File: src/rtl/proc_pkg.sv
// Shared processor definitions: datapath widths, reset vector and the
// fetch-to-decode bundle carried through the prefetch FIFO.
package proc_pkg;

    localparam int WORD_SIZE  = 16;
    localparam int FIFO_DEPTH = 4;
    localparam logic [WORD_SIZE-1:0] RESET_PC = '0;

    typedef struct packed {
        logic [WORD_SIZE-1:0] inst;
        logic [WORD_SIZE-1:0] pc;
    } fetch_entry_t;

endpackage

File: src/rtl/inst_fetch_sync_fifo.sv
// Small synchronous FIFO with flush; pointers wrap at DEPTH (power of two).
// Overflow is never expected: the producer is credit-limited.
module sync_fifo #(
    parameter int WIDTH = 32,
    parameter int DEPTH = 4,
    localparam int AW = $clog2(DEPTH)
) (
    input  logic             clk,
    input  logic             rst,
    input  logic             push,
    input  logic             pop,
    input  logic             flush,
    input  logic [WIDTH-1:0] wdata,
    output logic [WIDTH-1:0] rdata,
    output logic [AW:0]      count,
    output logic             full,
    output logic             empty
);

    logic [WIDTH-1:0] mem [DEPTH];
    logic [AW-1:0]    wr_ptr;
    logic [AW-1:0]    rd_ptr;
    logic             do_push;
    logic             do_pop;

    assign empty   = (count == '0);
    assign full    = (count == (AW+1)'(DEPTH));
    assign do_pop  = pop & ~empty;
    assign do_push = push & (~full | do_pop);
    assign rdata   = mem[rd_ptr];

    always_ff @(posedge clk) begin
        if (rst || flush) begin
            wr_ptr <= '0;
            rd_ptr <= '0;
            count  <= '0;
        end else begin
            if (do_push)
                wr_ptr <= wr_ptr + 1'b1;
            if (do_pop)
                rd_ptr <= rd_ptr + 1'b1;
            count <= count + (AW+1)'(do_push) - (AW+1)'(do_pop);
        end
    end

    // Storage needs no reset; the reader masks it while empty.
    always_ff @(posedge clk) begin
        if (do_push && !rst && !flush)
            mem[wr_ptr] <= wdata;
    end

    always @(posedge clk) begin
        if (!rst && !flush && push && !do_pop)
            assert (!full) else $error("sync_fifo overflow");
    end

endmodule

File: src/rtl/inst_fetch_stage.sv
// Fetch stage: owns the PC, issues to a 1-cycle instruction memory and
// hands {inst, pc} to decode through a credit-limited prefetch FIFO.
module inst_fetch_stage #(
    parameter int WORD_SIZE = proc_pkg::WORD_SIZE,
    parameter int FIFO_DEPTH = proc_pkg::FIFO_DEPTH,
    parameter logic [WORD_SIZE-1:0] RESET_PC = proc_pkg::RESET_PC
) (
    input  logic                 Clock,
    input  logic                 Reset,
    input  logic                 Enable,
    input  logic [WORD_SIZE-1:0] InstIn,
    output logic [WORD_SIZE-1:0] InstAddr,
    input  logic                 Redirect,
    input  logic [WORD_SIZE-1:0] RedirectAddr,
    output logic                 OutValid,
    input  logic                 OutReady,
    output logic [WORD_SIZE-1:0] OutInst,
    output logic [WORD_SIZE-1:0] OutPC
);

    import proc_pkg::*;

    localparam int AW = $clog2(FIFO_DEPTH);
    localparam logic [AW+1:0] CAP = (AW+2)'(FIFO_DEPTH);

    logic [WORD_SIZE-1:0] pc;
    logic [WORD_SIZE-1:0] inflight_pc;
    logic                 inflight_valid;
    logic [AW:0]          count;
    logic [AW+1:0]        occupancy;
    logic                 full;
    logic                 empty;
    logic                 issue;
    logic                 push;
    logic                 pop;
    fetch_entry_t         wr_entry;
    fetch_entry_t         rd_entry;

    // Reserve a slot for the word in flight so a return always fits.
    assign occupancy = {1'b0, count} + (AW+2)'(inflight_valid);
    assign issue     = Enable & ~Redirect & (occupancy < CAP);
    assign push      = inflight_valid & ~Redirect;
    assign OutValid  = ~empty & Enable & ~Redirect;
    assign pop       = OutValid & OutReady;

    assign wr_entry.inst = InstIn;
    assign wr_entry.pc   = inflight_pc;

    assign InstAddr = pc;
    assign OutInst  = empty ? '0 : rd_entry.inst;
    assign OutPC    = empty ? '0 : rd_entry.pc;

    always_ff @(posedge Clock) begin
        if (Reset) begin
            pc             <= RESET_PC;
            inflight_valid <= 1'b0;
            inflight_pc    <= '0;
        end else if (Redirect) begin
            pc             <= RedirectAddr;
            inflight_valid <= 1'b0;
        end else begin
            inflight_valid <= issue;
            if (issue) begin
                inflight_pc <= pc;
                pc          <= pc + 1'b1;
            end
        end
    end

    sync_fifo #(
        .WIDTH ($bits(fetch_entry_t)),
        .DEPTH (FIFO_DEPTH)
    ) u_fifo (
        .clk   (Clock),
        .rst   (Reset),
        .push  (push),
        .pop   (pop),
        .flush (Redirect),
        .wdata (wr_entry),
        .rdata (rd_entry),
        .count (count),
        .full  (full),
        .empty (empty)
    );

endmodule
File: config.mk
export PLATFORM = sky130hd
export DESIGN_NAME = inst_fetch_stage
export DESIGN_NICKNAME = d
export VERILOG_FILES = /design/src/rtl/proc_pkg.sv /design/src/rtl/inst_fetch_sync_fifo.sv /design/src/rtl/inst_fetch_stage.sv
export SDC_FILE = /design/constraint.sdc
export NUM_CORES = 1
export LEC_CHECK = 0
export CELL_PAD_IN_SITES_DETAIL_PLACEMENT = 1
export CELL_PAD_IN_SITES_GLOBAL_PLACEMENT = 1
export CORE_AREA = 2 2 127 129
export DETAILED_ROUTE_END_ITERATION = 6
export DIE_AREA = 0 0 129 131
export MAX_ROUTING_LAYER = met4
export PLACE_DENSITY_LB_ADDON = 0.1
export SYNTH_ARGS = -nofsm -noshare
export SYNTH_HDL_FRONTEND = slang
export SYNTH_SLANG_ARGS = --single-unit
File: constraint.sdc
create_clock -name Clock -period 6.9 [get_ports Clock]
set_clock_uncertainty 0.1 [all_clocks]
set_input_delay 1.035 -clock Clock [delete_from_list [all_inputs] [get_ports Clock]]
set_output_delay 1.035 -clock Clock [all_outputs]
set_load 0.02 [all_outputs]
# == Word-level counts from Yosys, hierarchy flattened ==
# Memories as Yosys holds them, arrays and structs flattened. A register that Yosys moved wholly into a read port is not among the register bits.
# Index checks and enable logic that the tools add are counted.
# totals
ramBits,128
out_inout_bits,49
regBits,40
memories,1
word_cells,44
in_bits,37
# mem_list
memory,depth,word_bits,rd,rd_clocked_by_memory_dff,wr,line_no,rtl
u_fifo.mem,4,32,1,1,1,inst_fetch_sync_fifo.sv:20,logic [WIDTH-1:0] mem [DEPTH];
# op_classes
reduce_logical,9
muxes,8
add_sub_neg,6
order_cmp,1
eq_ne,1
n_bitwise,12
# ops
operator,n
16-bit 2-to-1 mux,4
16-bit by 1-bit adder with 16-bit output (second input constant),1
1-bit AND,8
2-bit by 1-bit adder with 2-bit output (second input constant),2
3-bit by 1-bit adder with 4-bit output,1
4-bit by 3-bit < comparator with 1-bit output (second input constant),1
2-bit 2-to-1 mux,2
3-bit by 1-bit adder with 3-bit output,1
3-bit equality test (second input constant),1
3-bit logical NOT,1
1-bit inverter,3
3-bit by 1-bit subtractor with 3-bit output,1
1-bit logical AND,2
1-bit logical NOT,2
1-bit 2-to-1 mux,2
2-bit AND reduction,1
2-bit nonzero test,1
2-bit OR reduction,1
1-bit logical OR,1
1-bit bitwise OR,1

# == Depth between registers and ports, before layout ==
# Gate-level depths: netlist of the first run.
# logic_depth
depth_word,12
ltp_mapped,9
depth_no_buf,8

# == Cells and area by module ==
# From an unflattened synthesis of the first run, not the netlist that was laid out.
# hier_totals
hier_cells,451
hier_area_um2,6880.3
# by_module_without_submodules
module,seq_area_each_um2,n_inst,area_per_inst_um2,cells_each
sync_fifo,4023.9,1,5099.9,214
inst_fetch_stage,660.6,1,1780.5,237

# == Least setup slack after synthesis of the first run ==
# Ideal clock, no wire load.
# synth_timing
kind,input -> register
startpoint,input port Redirect
endpoint,memory u_fifo.mem[0][0] (enable)
required_time_ns,6.408
path_buffers,1
path_stages,5
arrival_ns,2.666
setup_slack_ns,3.742
cell_sequence,clkbuf_1 -> clkinv_1 -> nand2_1 -> a311oi_1 -> and2_1
# synth_via
elab_chain_len,10
# synth_lines
element,line_no,rtl
start: declaration,inst_fetch_stage.sv:13,"input logic Redirect,"
1-bit inverter (no source line),--,
1-bit AND,inst_fetch_stage.sv:43,assign OutValid = ~empty & Enable & ~Redirect;
1-bit AND,inst_fetch_stage.sv:44,assign pop = OutValid & OutReady;
1-bit AND,inst_fetch_sync_fifo.sv:28,assign do_pop = pop & ~empty;
1-bit bitwise OR,inst_fetch_sync_fifo.sv:29,assign do_push = push & (~full | do_pop);
1-bit AND,inst_fetch_sync_fifo.sv:29,
1-bit logical AND,inst_fetch_sync_fifo.sv:48,if (do_push && !rst && !flush)
1-bit logical AND (*),inst_fetch_sync_fifo.sv:48,
1-bit 2-to-1 mux (*),inst_fetch_sync_fifo.sv:48,
1-bit 2-to-1 mux (not written as such) (*),inst_fetch_sync_fifo.sv:49,mem[wr_ptr] <= wdata;
end: declaration,inst_fetch_sync_fifo.sv:20,
# Every way passes the cells marked *; elsewhere a longest branch is shown, timed or not.

# == Worst setup path in the final report of the first run ==
# layout_timing
startpoint,input port Redirect
endpoint,output port OutValid
# layout_via
elab_chain_len,2
# layout_lines
element,line_no,rtl
1-bit inverter (no source line),--,
1-bit AND,inst_fetch_stage.sv:43,
end: declaration,inst_fetch_stage.sv:15,"output logic OutValid,"
# No other way between the ends.

==> summary.txt, run 1 <==
Yosys
  • Post-synthesis mux area share: 0.131
  • Synth Instances: 432
  • Synth Area in Compound Gates: 0.0491
  • Largest family of logic cells by synthesized area: multiplexers
  • Adder-cell area share of the yosys netlist: 0.0175
  • Main synth FF type: edfxtp_1
  • Syn Nets: 478
  • Sequential fraction of the synthesis area: 0.681
  • Simple-gate portion of the synthesized area: 0.0915
  • Register bit total from synthesis: 170
  • Synth Area in XOR/XNOR: 0.00891
  • Avg Cell Area, Syn: 15.9 sq um
  • Async S/R FF share, synth: 0
  • Synth unique cells: 46
  • Post-Syn Area: 0.00688 sq mm
  • EDFF count, synth: 128
  • Ys Warns: 0

Setup path
  • Required time worst endpoint: 5760 ps
  • Startpoint Class: primary input
  • Worst Path Arrival: 2960 ps
  • Delay-heaviest family, CP: buffers and inverters
  • Reg2reg start: u_fifo.count[2]
  • Slowest Stage Delay on Critical Path: 760 ps
  • RR Endpoint: u_fifo.count[2]
  • Cell mode on critical path: clkdlybuf4s50_1
  • Worst reg2reg path depth: 9
  • WP buf/inv: 2
  • CP max FO: 18
  • CP Class: in -> out
  • Crit-path cells: clkdlybuf4s50_1 > nand2b_1 > nor2_1 > clkdlybuf4s50_1
  • CP max-delay cell: clkdlybuf4s50_1
  • Critical path endpoint category: output port
  • FF-to-FF setup slack: 4390 ps

Clocking
  • Post-CTS Setup Inserts: 0
  • Clock root buffer: clkbuf_16
  • PostCTS Resize Cnt: 0
  • Num CTS Buffers: 17
  • Clk slew on worst S/H paths: 60 ps
  • H-tree levels: 4
  • Clock Latency Late Sink: 420 ps
  • Max clock buf depth: 2
  • # clock sinks: 170
  • CTS tree: built
  • CTS Hold Bufs: 0

Floorplanning
  • Die Span Y: 131 um
  • Std cell rows: 46
  • Initial core utilization: 0.441
  • Core area: 0.0156 sq mm
  • Die Width: 129 um
  • Boundary Pins: 86
  • Area of the die: 0.0169 sq mm

Worst hold path
  • WHS Endpoint: u_fifo.mem[2][1]
  • Min-delay src: inflight_pc[1]
  • Min-delay worst type: reg -> reg
  • Worst hold stages: 0

Route
  • Via count: 3954
  • 1st-pass router iterations: 4
  • Average routed wire per standard cell: 19.3 um
  • Drt total wl: 14500 um
  • Vias/cell: 5.28
  • Post-DRT Antenna Nets: 0
  • Drt drc: 0
  • Initial drt markers: 203

Flow run
  • Max-cap violations: 0

Power
  • P_leak: 0.00283 uW
  • Cell Pwr Density: 247 mW/mm^2
  • VDD IR max: 0.000186 V

Place
  • Detail Placement HPWL: 8800 um
  • Routability cong.: 0.760
  • IO Port Bufs: 85

Global routing
  • First-pass GRT wire length: 23100 um
  • Antenna violations before repair: 0
  • Largest net degree at the start of global routing: 36
  • Grt met3 use: 0.0480
  • M1 GR Usage: 0.243
  • GRT Util Overall: 0.191
  • Most Used Layer, Global Route: met2
  • Number of global-route vias before repair: 4203
  • Total congestion overflow: 0
  • Met2 usage: 0.307

Timing
  • Final Cycle Share: 0.594
  • Final count of hold timing violations: 0
  • Worst hold slack: 401 ps
  • Slew Limit Fails: 0
  • RSZ-0062 raised after global routing: no
  • Fmax: 244 MHz
  • Final setup violation count: 0
  • Headroom to the max-slew limit: 0.387
  • Worst-Margin Slew: 919 ps
  • Setup TNS: 0 ps
  • Final worst path period need: 4100 ps

Cells and area
  • # diodes: 0
  • Register area: 0.00469 sq mm
  • Nets: 566
  • Share of layout cells above drive strength 1: 0.135
  • FILL cells: 1513
  • P&R area growth vs syn: 23.9%
  • Multi-input logic area: 0.00207 sq mm

Outcome
  • Status: complete, no violations
## worst max path at each step
stage / from / to / slack [ps] / cells past startpoint
3_5_place_dp: Redirect / u_fifo.mem[0][30] / 2470 / 5
6_report: Redirect / OutValid / 2800 / 4
4_1_cts: Redirect / OutValid / 2810 / 4
5_1_grt: Redirect / u_fifo.mem[0][29] / 2610 / 5
3_3_place_gp: Redirect / u_fifo.mem[0][30] / 2600 / 5
2_1_floorplan: Redirect / u_fifo.mem[0][0] / 3740 / 5
## logic make-up after synthesis
family,count (synthesis)
AO/OA/AOI/OAI,41
XOR/XNOR,7
AND/OR/NAND/NOR,119
buffers and inverters,36
adder cells (fa/ha/maj),9
multiplexers,50
flip-flops,170
## layout by cell type (no fill, tap or decap), types with 2 or more instances in the layout
cell type / synthesis / layout
nand2_1: 13 / 13
inv_1: 15 / 15
a31oi_1: 5 / 5
clkinv_1: 1 / 2
clkdlybuf4s50_1: 0 / 85
clkbuf_1: 12 / 4
nand3b_1: 2 / 2
a211oi_1: 2 / 2
and2_1: 8 / 4
mux4_2: 32 / 32
buf_4: 0 / 4
and2_2: 0 / 4
clkinvlp_4: 0 / 2
nor3_1: 4 / 3
or3_1: 3 / 3
mux2i_1: 18 / 18
o31ai_1: 2 / 2
nor2_1: 33 / 33
clkinv_2: 0 / 4
xnor2_1: 4 / 4
dfxtp_1: 42 / 40
or4_1: 3 / 3
edfxtp_1: 128 / 128
xor2_1: 3 / 3
a32oi_1: 5 / 5
nand4_1: 2 / 2
ha_1: 8 / 8
clkbuf_8: 0 / 3
nand3_1: 10 / 10
a311oi_1: 7 / 7
and3_1: 3 / 3
o22ai_1: 5 / 5
o21ai_0: 3 / 3
and4_1: 3 / 3
o211ai_1: 2 / 2
dfxtp_2: 0 / 2
clkbuf_16: 0 / 17
nor2b_1: 32 / 32
## cell usage after synthesis (5+ instances only)
cell type | n | area, sq um
edfxtp_1 | 128 | 3840
dfxtp_1 | 42 | 841
nor2_1 | 33 | 124
mux4_2 | 32 | 721
nor2b_1 | 32 | 200
mux2i_1 | 18 | 180
inv_1 | 15 | 56.3
nand2_1 | 13 | 48.8
clkbuf_1 | 12 | 45.0
nand3_1 | 10 | 50.1
and2_1 | 8 | 50.1
ha_1 | 8 | 100
a311oi_1 | 7 | 61.3
buf_2 | 7 | 35.0
a31oi_1 | 5 | 31.3
a32oi_1 | 5 | 43.8
o22ai_1 | 5 | 31.3
## stage by stage
step            util  setup slack [ps]  instances  instance area [sq um]  total power [uW]
2_1_floorplan      -              3740        432                   6880              1190
3_3_place_gp   0.511              2600        717                   7970              1240
3_5_place_dp   0.511              2470        717                   7970              1240
4_1_cts        0.546              2810        749                   8520              2120
5_1_grt        0.546              2610        749                   8520              2170
6_report       0.546              2800        749                   8520              2100
## state kept, by name, summed over array words and instances (netlist names), named ones only
signal          count
InstAddr           16
inflight_pc        16
inflight_valid      1
u_fifo.count        3
u_fifo.mem        128
u_fifo.rd_ptr       2
u_fifo.wr_ptr       2
## where the power goes
| group | switching, uW | total, uW | internal, uW |
|---|---|---|---|
| Combinational | 48.4 | 97.4 | 48.9 |
| Clock | 363 | 885 | 521 |
| Sequential | 16.4 | 1120 | 1110 |
| Total | 428 | 2100 | 1680 |
## layer usage
layer	routed length [um]	share of wire
met2	7210	0.50
met5	0	0
met3	572	0.040
met4	122	0.0084
met1	6560	0.45
## area by class of cell
| cell class | instances | area share |
|---|---|---|
| Inverter | 16 | 0.00705 |
| Timing Repair Buffer | 89 | 0.103 |
| Clock inverter | 8 | 0.00808 |
| Multi-Input combinational cell | 226 | 0.243 |
| Tap cell | 216 | 0.0317 |
| Sequential cell | 170 | 0.550 |
| Clock buffer | 24 | 0.0565 |
Note: power is estimated with default switching activity, not from simulation.
==> run 2, diff against run 1 <==
==> constraint.sdc (replaced) <==
create_clock -name Clock -period 3.9 [get_ports Clock]
set_clock_uncertainty 0.1 [all_clocks]
set_input_delay 0.585 -clock Clock [delete_from_list [all_inputs] [get_ports Clock]]
set_output_delay 0.585 -clock Clock [all_outputs]
set_load 0.02 [all_outputs]
==> run 2 against run 1 <==
Effect of this change: hold slack better by 12 ps; clock-buffer cell count is 6 lower; register-to-register slack got worse by 3000 ps; clock power is 89% higher; flip-flop and latch count stayed put; via count decreased by 0.33%; design area rose by 0.90%; utilization increased by 0.49 points; global-route usage barely moved; highest routed layer unchanged.
==> summary.txt, run 2 (same netlist as run 1, synthesis figures left out) <==
Route
  • DR WL met2: 7120 um (-1.3%)
  • Drt drc: 0 (unchanged)
  • Vias/cell: 5.23 (-0.86%)
  • Initial drt markers: 212 (+4.4%)
  • Average routed wire per standard cell: 19.2 um (-0.74%)
  • Drt total wl: 14400 um (-0.21%)
  • 1st-pass router iterations: 4 (unchanged)
  • Via count: 3941 (-0.33%)
  • Top layer in use: met4
  • Routed metal-1 wirelength: 6500 um (-0.82%)
  • Post-DRT Antenna Nets: 0 (unchanged)
  • DR WL met3: 589 um (+3.0%)

Floorplanning
  • Die Width: 129 um (unchanged)
  • Boundary Pins: 86 (unchanged)
  • Core area: 0.0156 sq mm (unchanged)
  • Die Span Y: 131 um (unchanged)
  • Std cell rows: 46 (unchanged)
  • Initial core utilization: 0.441 (unchanged)
  • Area of the die: 0.0169 sq mm (unchanged)

Cells and area
  • Most common cell after layout, fill and taps aside: edfxtp_1
  • FILL cells: 1498 (-0.99%)
  • Final core utilization: 0.551 (+0.00489)
  • P&R area growth vs syn: 25.0%
  • # diodes: 0 (unchanged)
  • Nets: 570 (+0.71%)
  • Largest Register: u_fifo.mem
  • Max FFs per register: 128 (unchanged)
  • Share of layout cells above drive strength 1: 0.143 (+0.00830)
  • Commonest non-fill, non-tap cells in the layout: edfxtp_1 (128), clkdlybuf4s50_1 (85), dfxtp_1 (40)

Setup path
  • Critical path endpoint category: output port
  • Worst Path Arrival: 2660 ps (-300 ps)
  • CP max-delay cell: dfxtp_2
  • CP max FO: 17 (-1)
  • Delay-heaviest family, CP: buffers and inverters
  • Crit-path cells: buf_4 > mux4_2 > nor2b_1 > clkdlybuf4s50_1
  • Startpoint Class: flop
  • Worst reg2reg path depth: 9 (unchanged)
  • RR Endpoint: u_fifo.count[2]
  • CP Class: reg -> out
  • Reg2reg start: u_fifo.count[2]
  • WP buf/inv: 2 (unchanged)
  • FF-to-FF setup slack: 1420 ps (-2970 ps)
  • Slowest Stage Delay on Critical Path: 730 ps (-30 ps)
  • Required time worst endpoint: 3210 ps (-2550 ps)

Place
  • Pre-CTS setup slack: 594 ps (-1870 ps)
  • IO Port Bufs: 85 (unchanged)
  • Detail Placement HPWL: 9180 um (+4.3%)
  • Routability cong.: 0.750 (-1.3%)

Worst hold path
  • Min-delay src: inflight_pc[11]
  • WHS Endpoint: u_fifo.mem[0][11]
  • Worst hold stages: 0 (unchanged)
  • Min-delay worst type: reg -> reg

Timing
  • Final count of hold timing violations: 0 (unchanged)
  • Worst-Margin Slew: 919 ps (+0.148 ps)
  • Headroom to the max-slew limit: 0.387 (about the same)
  • Fmax: 299 MHz
  • Final worst path period need: 3340 ps
  • Final setup violation count: 0 (unchanged)
  • Worst setup slack after layout: 556 ps (-2250 ps)
  • Setup TNS: 0 ps (unchanged)
  • Slew Limit Fails: 0 (unchanged)
  • RSZ-0062 raised after global routing: no
  • Final Cycle Share: 0.857

Clocking
  • Num CTS Buffers: 17 (unchanged)
  • H-tree levels: 4 (unchanged)
  • Clock Latency Late Sink: 430 ps (about the same)
  • # clock sinks: 170 (unchanged)
  • Max clock buf depth: 2 (unchanged)
  • CTS tree: built
  • Clock root buffer: clkbuf_16
  • Post-CTS Setup Inserts: 0 (unchanged)
  • Clk slew on worst S/H paths: 60 ps (about the same)
  • PostCTS Resize Cnt: 0 (unchanged)
  • CTS Hold Bufs: 0 (unchanged)

Global routing
  • First-pass GRT wire length: 23000 um (-0.15%)
  • Largest net degree at the start of global routing: 36 (unchanged)
  • GRT Util Overall: 0.191 (+0.000326)
  • Number of global-route vias before repair: 4246 (+1.0%)
  • Antenna violations before repair: 0 (unchanged)
  • Total congestion overflow: 0 (unchanged)

Power
  • Internal power: 3040 uW (+81%)
  • Register share of total power: 0.519 (-0.014)
  • Cell Pwr Density: 445 mW/mm^2 (+80%)
  • Sw power: 784 uW (+83%)
  • Clock Power Share: 0.435 (+0.015)
  • P_leak: 0.00287 uW (+1.4%)
  • PnR Total Power: 3830 uW (+82%)
  • Switching part of the total: 0.205 (+0.00140)
  • Logic gate share of total power: 0.045 (about the same)
  • VDD IR max: 0.000316 V (+69%)

Outcome
  • Status: complete, no violations

Flow run
  • Max-cap violations: 0 (unchanged)
-- run 2: cell count changes in the layout (fill, tap and decap cells not counted), sizes merged --
cell / previous run / this run
clkinvlp: 2 / 1
clkbuf: 24 / 18
clkinv: 6 / 11
buf: 4 / 8
bufinv: 1 / 3
-- run 2: power by group through the flow --
stage / Clock, uW / Sequential [uW] / Combinational (uW)
global route: 1780 / 1990 / 188
CTS: 1710 / 1990 / 176
global placement: 0 / 2020 / 171
floorplan: 0 / 2030 / 69.4
finish: 1670 / 1990 / 174
detailed placement: 0 / 2020 / 174
-- run 2: through the flow --
| step | instance area, sq um | hold WS [ps] | instances |
|---|---|---|---|
| 2_1_floorplan | 6880 | 359 | 432 |
| 3_3_place_gp | 8010 | 378 | 721 |
| 3_5_place_dp | 8010 | 404 | 721 |
| 4_1_cts | 8600 | 419 | 753 |
| 5_1_grt | 8600 | 433 | 753 |
| 6_report | 8600 | 413 | 753 |
-- run 2: worst max-delay path by stage --
stage / startpoint / to / slack, ps / cells after the start
after floorplan: Redirect / u_fifo.mem[0][0] / 1190 / 5
after global placement: Reset / u_fifo.mem[3][30] / 770 / 5
after detailed placement: Reset / u_fifo.mem[3][2] / 590 / 5
after CTS: flop / OutPC[1] / 460 / 4
after global routing: flop / OutPC[2] / 360 / 4
final: flop / OutPC[1] / 560 / 4
-- run 2: area by class of cell --
| class | count | area [sq um] | share of cell area |
|---|---|---|---|
| clock buffers | 18 | 429 | 0.0499 |
| clock inverters | 14 | 155 | 0.0180 |
| inverters | 16 | 60.1 | 0.00699 |
| multi-input cells | 226 | 2070 | 0.241 |
| flip-flops and latches | 170 | 4690 | 0.545 |
| well taps | 216 | 270 | 0.0314 |
| repair buffers | 93 | 923 | 0.107 |
-- run 2: routing by layer --
| metal | up-vias | track usage |
|---|---|---|
| met5 | - | - |
| met4 | 0 | 0.0697 |
| met3 | 19 | 0.0464 |
| met2 | 92 | 0.309 |
| met1 | 1978 | 0.238 |
| li1 | 1852 | - |
==> variant (config.mk and constraints of run 1) <==
Change the package constant `WORD_SIZE` from 16 to 8.
--- a/src/rtl/proc_pkg.sv
+++ b/src/rtl/proc_pkg.sv
@@ -4,3 +4,3 @@
 
-    localparam int WORD_SIZE  = 16;
+    localparam int WORD_SIZE  = 8;
     localparam int FIFO_DEPTH = 4;
Interface: changed (5 resized); port bits go from 86 to 46. The function was not compared with the original's and may differ.
==> variant against run 1 <==
- sequential share of layout area decreased by 2.9 points
- final area decreased by 45%
- worst hold slack improved by 0.014 ns
- sequential cell count decreased by 80
- wire length decreased by 44%
- setup slack improved by 0.12 ns
- non-clock buffer count decreased by 43
- count of clock-buffer cells in the layout decreased by 10
- sequential power decreased by 47%
- area after synthesis decreased by 46%
- power decreased by 47%
- highest routed layer unchanged
==> variant: results (changes against run 1) <==
[worst_setup_path]
cp_max_fo=18  ; unchanged
cp_slowest_stage_delay_ns=0.74  ; -0.02 ns
cp_slowest_cell=clkdlybuf4s50_1
arrival_ns=2.84  ; -0.12 ns

[clock_network]
cts_root_buf=clkbuf_16
cts-htree-levels=3  ; -1
max-clock-path-buffers=2  ; unchanged
clock_latency_ns=0.33  ; -0.09 ns
cts_setup_buffers=0  ; unchanged
cts-buffers-inserted=9  ; -8
path_clk_slew_ns=0.06  ; about the same

[cells_and_area]
largest-register=u_fifo.mem
antenna_cells=0  ; unchanged
largest_reg_flops=64  ; -50%
fill_cells=1666  ; +10%
drive_above_1_share=0.113  ; -0.0225
fin_nets=318  ; -44%

[route]
wl_met1_um=3830  ; -42%
drt_iter0_drc=128  ; -37%
met2RoutedLength_um=3800  ; -47%
wl_met3_um=314  ; -45%
top_layer=met4
dr.pass1.iters=6  ; +2
vias=2130  ; -46%
wl_per_cell_um=15.9  ; -18%

[flow_run]
drv_cap=0  ; unchanged

[place]
place.gp.congestion=0.704  ; -7.4%
hpwlAfterDp_um=5210  ; -41%
portBuffers=45  ; -47%

[grt]
met1_usage=0.134  ; -0.108
met2_usage=0.169  ; -0.138
grt_pass1_wl_um=12900  ; -44%
use_met3=0.0212  ; -0.0269
grt_usage=0.108  ; -0.0832
grt_pass1_vias=2345  ; -44%
antenna_found_initial=0  ; unchanged
grt_max_degree=20  ; -44%

[power_and_ir_drop]
peakVddDrop_mv=0.108  ; -42%
power_switching_mw=0.227  ; -47%
power_leakage_nw=1.56  ; -45%

[synth]
yosys-top-cells-count=edfxtp_1 (64), dfxtp_1 (26), and2_1 (21), nor2_1 (21), mux4_2 (16)
synth_edf_count=64  ; -50%
ys.warnings.count=0  ; unchanged
synthesis.nets=274  ; -43%
ys_types=38  ; -17%
synthTopCellsByArea=edfxtp_1 (52%), dfxtp_1 (14%), mux4_2 (9.7%)
synth-main-ff-cell=edfxtp_1
async_flop_share=0  ; unchanged
ys_seq_area_frac=0.655  ; -0.0261

[min_path]
hp-class=reg -> reg

[timing]
worst_slew_pin_slew_ns=0.915  ; -0.00410 ns

[outcome]
status=complete, no violations

[variant: worst paths after layout]
path | from | endpoint | slack [ns] | cells after the start
setup / recovery | Redirect | OutValid | 2.93 | 4
hold / removal | inflight_pc[3] | u_fifo.mem[3][3] | 0.42 | 0
setup reg to reg | u_fifo.count[1] | u_fifo.count[2] | 4.14 | 9
hold reg to reg | inflight_pc[3] | u_fifo.mem[3][3] | 0.42 | 0
[variant: cells by family (layout without fill, tap and decap cells)]
group,count (synthesis),count (layout),share of synthesized area
DFF,90,90,0.655
and+or+nand+nor,63,63,0.0909
AOI/OAI and AO/OA,28,28,0.0607
muxes,25,25,0.121
buffers and inverters,24,73,0.0285
adders and majority gates,9,9,0.0322
xor gates and xnor gates,5,5,0.0117
[variant: cell type report]
type                       instances  area (µm²)  area share
timing repair buffer              46         458      0.0977
inverter                          11        41.3     0.00881
tap                              216         270      0.0577
multi-input combinational        130        1180       0.252
clock inverter                     2        8.76     0.00187
sequential                        90        2440       0.521
clock buffer                      14         285      0.0609
[variant: power by group through the flow]
stage          combinational [mW]  sequential [mW]  clock [mW]
3_3_place_gp               0.0524            0.603           0
6_report                   0.0521            0.591       0.477
4_1_cts                    0.0531            0.591       0.497
2_1_floorplan              0.0230            0.603           0
5_1_grt                    0.0575            0.592       0.513
3_5_place_dp               0.0529            0.602           0
[variant: through the flow]
stage | area, µm² | cells | setup slack [ns] | utilization | hold WS (ns)
floorplan | 3730 | 244 | 3.98 | - | 0.359
global placement | 4390 | 493 | 2.78 | 0.282 | 0.395
global route | 4690 | 509 | 2.75 | 0.300 | 0.441
detailed placement | 4390 | 493 | 2.64 | 0.282 | 0.409
finish | 4690 | 509 | 2.93 | 0.300 | 0.416
CTS | 4690 | 509 | 2.91 | 0.300 | 0.423
